<file path="src/rtl/hermes_inbuffer.sv">
// Hermes router input buffer: flit FIFO plus a packet FSM that requests a route and streams header, size and payload.
// Optional macro HERMES_INBUF_OCCUPANCY_EN adds occupancy_o, the current FIFO flit count.
module hermes_inbuffer #(
   parameter int FLIT_SIZE   = 16,
   parameter int BUFFER_SIZE = 8
) (
   input  logic                 clk_i,
   input  logic                 rst_i,
   input  logic                 rx_i,
   input  logic [FLIT_SIZE-1:0] data_i,
   output logic                 credit_o,
   output logic                 req_o,
   output logic [FLIT_SIZE-1:0] header_o,
   input  logic                 ack_h_i,
   output logic                 sending_o,
   output logic                 tx_o,
   output logic [FLIT_SIZE-1:0] data_o,
   input  logic                 credit_i
`ifdef HERMES_INBUF_OCCUPANCY_EN
   ,
   output logic [$clog2(BUFFER_SIZE):0] occupancy_o
`endif
);

   localparam int PTR_W = $clog2(BUFFER_SIZE);
   localparam int CNT_W = PTR_W + 1;
   localparam logic [CNT_W-1:0] FULL_CNT = CNT_W'(BUFFER_SIZE);

   typedef enum logic [2:0] {
      ST_IDLE    = 3'd0,
      ST_REQ     = 3'd1,
      ST_HEADER  = 3'd2,
      ST_SIZE    = 3'd3,
      ST_PAYLOAD = 3'd4,
      ST_END     = 3'd5
   } state_t;

   logic [FLIT_SIZE-1:0] mem_r [BUFFER_SIZE];
   logic [PTR_W-1:0]     wr_ptr_r;
   logic [PTR_W-1:0]     rd_ptr_r;
   logic [CNT_W-1:0]     count_r;
   logic [CNT_W-1:0]     count_nxt_s;
   state_t               state_r;
   state_t               state_nxt_s;
   logic [FLIT_SIZE-1:0] pay_cnt_r;
   logic [FLIT_SIZE-1:0] pay_cnt_nxt_s;
   logic                 credit_r;
   logic                 req_r;
   logic                 sending_r;
   logic                 tx_r;
   logic                 wr_en_s;
   logic                 pop_s;
   logic [FLIT_SIZE-1:0] head_s;

   assign head_s  = mem_r[rd_ptr_r];
   assign wr_en_s = rx_i & credit_r;
   assign pop_s   = tx_r & credit_i;

   // Next FIFO occupancy from the write/pop pair of this cycle.
   always_comb begin
      count_nxt_s = count_r;
      case ({wr_en_s, pop_s})
         2'b10:   count_nxt_s = count_r + CNT_W'(1);
         2'b01:   count_nxt_s = count_r - CNT_W'(1);
         default: count_nxt_s = count_r;
      endcase
   end

   // FIFO storage; contents need no reset because the pointers define validity.
   always_ff @(posedge clk_i) begin
      if (!rst_i && wr_en_s) begin
         mem_r[wr_ptr_r] <= data_i;
      end
   end

   // FIFO pointers and count; power-of-two depth makes pointer wrap free.
   always_ff @(posedge clk_i) begin
      if (rst_i) begin
         wr_ptr_r <= '0;
         rd_ptr_r <= '0;
         count_r  <= '0;
      end else begin
         if (wr_en_s) begin
            wr_ptr_r <= wr_ptr_r + PTR_W'(1);
         end
         if (pop_s) begin
            rd_ptr_r <= rd_ptr_r + PTR_W'(1);
         end
         count_r <= count_nxt_s;
      end
   end

   // Packet FSM next state; the size flit loads the payload counter.
   always_comb begin
      state_nxt_s   = state_r;
      pay_cnt_nxt_s = pay_cnt_r;
      case (state_r)
         ST_IDLE: begin
            if (count_r != CNT_W'(0)) state_nxt_s = ST_REQ;
            else                      state_nxt_s = ST_IDLE;
         end
         ST_REQ: begin
            if (ack_h_i) state_nxt_s = ST_HEADER;
            else         state_nxt_s = ST_REQ;
         end
         ST_HEADER: begin
            if (pop_s) state_nxt_s = ST_SIZE;
            else       state_nxt_s = ST_HEADER;
         end
         ST_SIZE: begin
            if (pop_s) begin
               pay_cnt_nxt_s = head_s;
               if (head_s == FLIT_SIZE'(0)) state_nxt_s = ST_END;
               else                         state_nxt_s = ST_PAYLOAD;
            end else begin
               state_nxt_s = ST_SIZE;
            end
         end
         ST_PAYLOAD: begin
            if (pop_s) begin
               pay_cnt_nxt_s = pay_cnt_r - FLIT_SIZE'(1);
               if (pay_cnt_r == FLIT_SIZE'(1)) state_nxt_s = ST_END;
               else                            state_nxt_s = ST_PAYLOAD;
            end else begin
               state_nxt_s = ST_PAYLOAD;
            end
         end
         ST_END:  state_nxt_s = ST_IDLE;
         default: state_nxt_s = ST_IDLE;
      endcase
   end

   // State, counter and output flags, all registered from next-cycle values.
   always_ff @(posedge clk_i) begin
      if (rst_i) begin
         state_r   <= ST_IDLE;
         pay_cnt_r <= '0;
         credit_r  <= 1'b1;
         req_r     <= 1'b0;
         sending_r <= 1'b0;
         tx_r      <= 1'b0;
      end else begin
         state_r   <= state_nxt_s;
         pay_cnt_r <= pay_cnt_nxt_s;
         credit_r  <= (count_nxt_s != FULL_CNT);
         req_r     <= (state_nxt_s == ST_REQ);
         sending_r <= (state_nxt_s inside {ST_HEADER, ST_SIZE, ST_PAYLOAD, ST_END});
         tx_r      <= (state_nxt_s inside {ST_HEADER, ST_SIZE, ST_PAYLOAD}) &&
                      (count_nxt_s != CNT_W'(0));
      end
   end

   assign credit_o  = credit_r;
   assign req_o     = req_r;
   assign sending_o = sending_r;
   assign tx_o      = tx_r;
   assign data_o    = head_s;
   assign header_o  = head_s;

`ifdef HERMES_INBUF_OCCUPANCY_EN
   assign occupancy_o = count_r;
`endif

endmodule

</file>
<file path="config.mk">
export PLATFORM = sky130hd
export DESIGN_NAME = hermes_inbuffer
export DESIGN_NICKNAME = d
export VERILOG_FILES = /design/src/rtl/hermes_inbuffer.sv
export SDC_FILE = /design/constraint.sdc
export NUM_CORES = 1
export LEC_CHECK = 0
export BUFFER_PORTS_ARGS = -buffer_cell sky130_fd_sc_hd__clkbuf_2
export CAP_MARGIN = 40
export CORE_ASPECT_RATIO = 0.5
export CORE_MARGIN = 2
export CORE_UTILIZATION = 44
export CTS_BUF_LIST = sky130_fd_sc_hd__clkbuf_8
export CTS_CLUSTER_SIZE = 12
export DETAILED_ROUTE_END_ITERATION = 10
export GPL_TIMING_DRIVEN = 0
export HOLD_SLACK_MARGIN = 0.06
export PLACE_DENSITY = 0.68
export SETUP_SLACK_MARGIN = 0.5
export SYNTH_ARGS = -nofsm -noshare
export SYNTH_HDL_FRONTEND = slang
export SYNTH_SLANG_ARGS = --single-unit
</file>
<file path="constraint.sdc">
create_clock -name clk_i -period 3.8 [get_ports clk_i]
set_input_delay 0.19 -clock clk_i [delete_from_list [all_inputs] [get_ports clk_i]]
set_output_delay 0.19 -clock clk_i [all_outputs]
set_load 0.01 [all_outputs]
</file>
==> results.toml <==
[grt]
grt_usage = 0.2011
grt_max_degree = 19
grt_overflow = 0
grt_pass1_vias = 4484
antenna_found_initial = 0
grt_pass1_wl_um = 25530

[critical_path]
start_kind = "flop"
rrSetupSlack_ns = 0.77
crit_path_max_fanout = 10
criticalPathCategory = "reg -> out"
crit_path_end_kind = "output pin"
rr_worst_depth = 8
crit_arrival_ns = 2.86
timing.rr.end = "req_o"
cp.required_ns = 3.61

[layout]
regArea_um2 = 4564
fill_cells = 1317
antenna_cells = 0
fin_util = 0.5420
drive_gt1_frac = 0.3061
area_growth_pct = 18.22
final_nets = 628
multi_input_area_um2 = 2394

[synthesis]
yosys-top-cells-area = "edfxtp_1 53%, dfxtp_1 10%, mux4_2 8.5%, mux2_2 2.3%, mux4_1 1.8%"
syn-instance-count = 490
synth_edf_count = 128
syn_area_um2 = 7196
syn_area_per_cell_um2 = 14.69
ys_async_sr_fraction = 0
ys_ff_latch = 164
synth_top_cell_by_area = "edfxtp_1"
yosys_warnings = 0
yosysSeqAreaShare = 0.6343
synth-main-ff-cell = "edfxtp_1"
synth_top_area_share = 0.5342
syn_nets = 520
ys_types = 61

[floorplan]
ios = 57
placementRows = 32
start_util = 0.4585
die_area_um2 = 17450
die_h_um = 94.43
die_x_um = 184.9
coreArea_um2 = 15700

[placement]
dp_hpwl_um = 11650
port_buffers = 55
place_congestion = 0.8527

[run]
maxCapViolCount = 0

[clock_tree]
htree_levels = 4
cts_root_buf = "clkbuf_8"
cts_made_buffers = 17
cts.sinks = 164
postCtsSetupBuffers = 0
clock_latency_ns = 0.46
clock_path_buffers = 2
path_clk_slew_ns = 0.10
tritoncts = "done"

[drt]
drt_iter0_markers = 386
drc_errors = 0
avgRoutedWirePerCell_um = 19.84
drt_wl_total_um = 16510
ant_nets = 0
via_per_inst = 5.585
drt_first_pass_iters = 5
vias = 4647

[min_path]
worstHoldStart = "rst_i"
min_path_cells = 2
min_path_type = "in -> reg"
min_to = "state_r[1]"

[sta]
timing.hold.ws_ns = 0.1838
rsz0062_at_grt = "false"
finalHoldViolations = 0
clock.fmax_mhz = 328.2
min_period_ns = 3.047
fin_setup_tns_ns = 0
maxSlewHeadroom = 0.5063
slew_violations = 0
setup_viol = 0
skew_ns = 0.01150
tightest_slew_ns = 0.7406
fin_crit_sh = 0.8019

[run_status]
status = "finished, final reports clean"

[pwr]
netSwitchingFraction = 0.2668
seqPwrFrac = 0.560
p_comb_frac = 0.093
peakVddDrop_mv = 0.2770
p_leak_uw = 0.002945
p_int_uw = 2607
power_switching_uw = 948.8
cellPowerDensity_nw_per_um2 = 418.0
pwr-share-clk = 0.348
[synthesized netlist by cell type, types with 8 or more instances]
| cell | n |
|---|---|
| buf_4 | 17 |
| nand2_1 | 26 |
| dfxtp_1 | 36 |
| nor2_1 | 35 |
| mux4_2 | 27 |
| clkbuf_1 | 16 |
| mux2_2 | 15 |
| inv_1 | 8 |
| ha_1 | 8 |
| edfxtp_1 | 128 |
| o21ai_0 | 16 |
| nor3_1 | 17 |
| a21oi_1 | 20 |
[timing repair]
action,CTS,global route
hold endpoints to repair,128,0
setup endpoints to repair,0,4
gates resized for setup,0,2
hold buffers,16,0
[area by class of cell]
cell class	count	share of cell area
Buffer	42	0.02868
Clock buffer	17	0.02750
Clock inverter	15	0.01897
Inverter	9	0.003971
Multi-Input combinational cell	275	0.2814
Sequential cell	164	0.5365
Tap cell	221	0.03250
Timing Repair Buffer	89	0.07045
[kinds of logic after synthesis]
logic type | Yosys count | share of synthesized area
AO/OA/AOI/OAI | 79 | 0.07616
XOR/XNOR | 9 | 0.01287
buffers and inverters | 51 | 0.03843
adder cells (fa/ha/maj) | 9 | 0.01669
multiplexers | 48 | 0.1276
flip-flops | 164 | 0.6343
AND/OR/NAND/NOR | 130 | 0.09390
[power groups by stage]
stage | registers [uW] | clock network [uW] | logic [uW]
detailed placement | 2030 | 0 | 315
CTS | 1990 | 1260 | 329
floorplan | 2030 | 0 | 190
finish | 1990 | 1240 | 330
global placement | 2030 | 0 | 302
global route | 1990 | 1340 | 362
[metrics by stage]
stage | worst slack [ns] | power [uW] | instances | instance area, um2
floorplan | 0.7420 | 2219 | 490 | 7196
global placement | -1.062 | 2332 | 766 | 7747
detailed placement | 0.8223 | 2345 | 784 | 7950
CTS | 0.5430 | 3577 | 832 | 8506
global route | 0.5622 | 3695 | 832 | 8507
finish | 0.7526 | 3556 | 832 | 8507
[cell usage in the layout, fill, tap and decap left out, types with 14 or more instances in the layout]
cell             n
a21oi_1         20
buf_4           26
clkbuf_1        15
clkbuf_2        56
clkbuf_8        17
dfxtp_1         36
dlygate4sd3_1   16
edfxtp_1       128
mux2_2          15
mux4_2          27
nand2_1         26
nor2_1          33
nor3_1          14
o21ai_0         16
[worst max-delay path by stage]
stage                        start            to  slack (ns)
after floorplan           credit_o   mem_r[5][0]        0.74
after global placement       rst_i  mem_r[2][12]       -1.06
after detailed placement      flop         req_o        0.82
after CTS                     flop  header_o[12]        0.54
after global routing          flop  header_o[12]        0.56
final                         flop  header_o[12]        0.75
[state kept, by name, indices dropped and copies added (netlist names), named ones only]
| signal | count |
|---|---|
| wr_ptr_r | 3 |
| mem_r | 128 |
| count_r | 4 |
| sending_o | 1 |
| pay_cnt_r | 16 |
| req_o | 1 |
| credit_o | 1 |
| rd_ptr_r | 3 |
| state_r | 3 |
| tx_o | 1 |
[metal layers]
metal | GRT usage | wire length, um
met1 | 0.2802 | 7584
met4 | 0.06878 | 352
met2 | 0.3118 | 7569
met3 | 0.04936 | 1003
met5 | 0 | 0
[worst max-delay path, stage by stage (launching register included)]
cell	delay, ns
dfxtp_1	0.46
buf_4	0.29
buf_6	0.19
buf_2	0.30
mux4_2	0.54
mux2_2	0.34
buf_4	0.15
clkbuf_2	0.12
(Power assumes the default switching activity.)
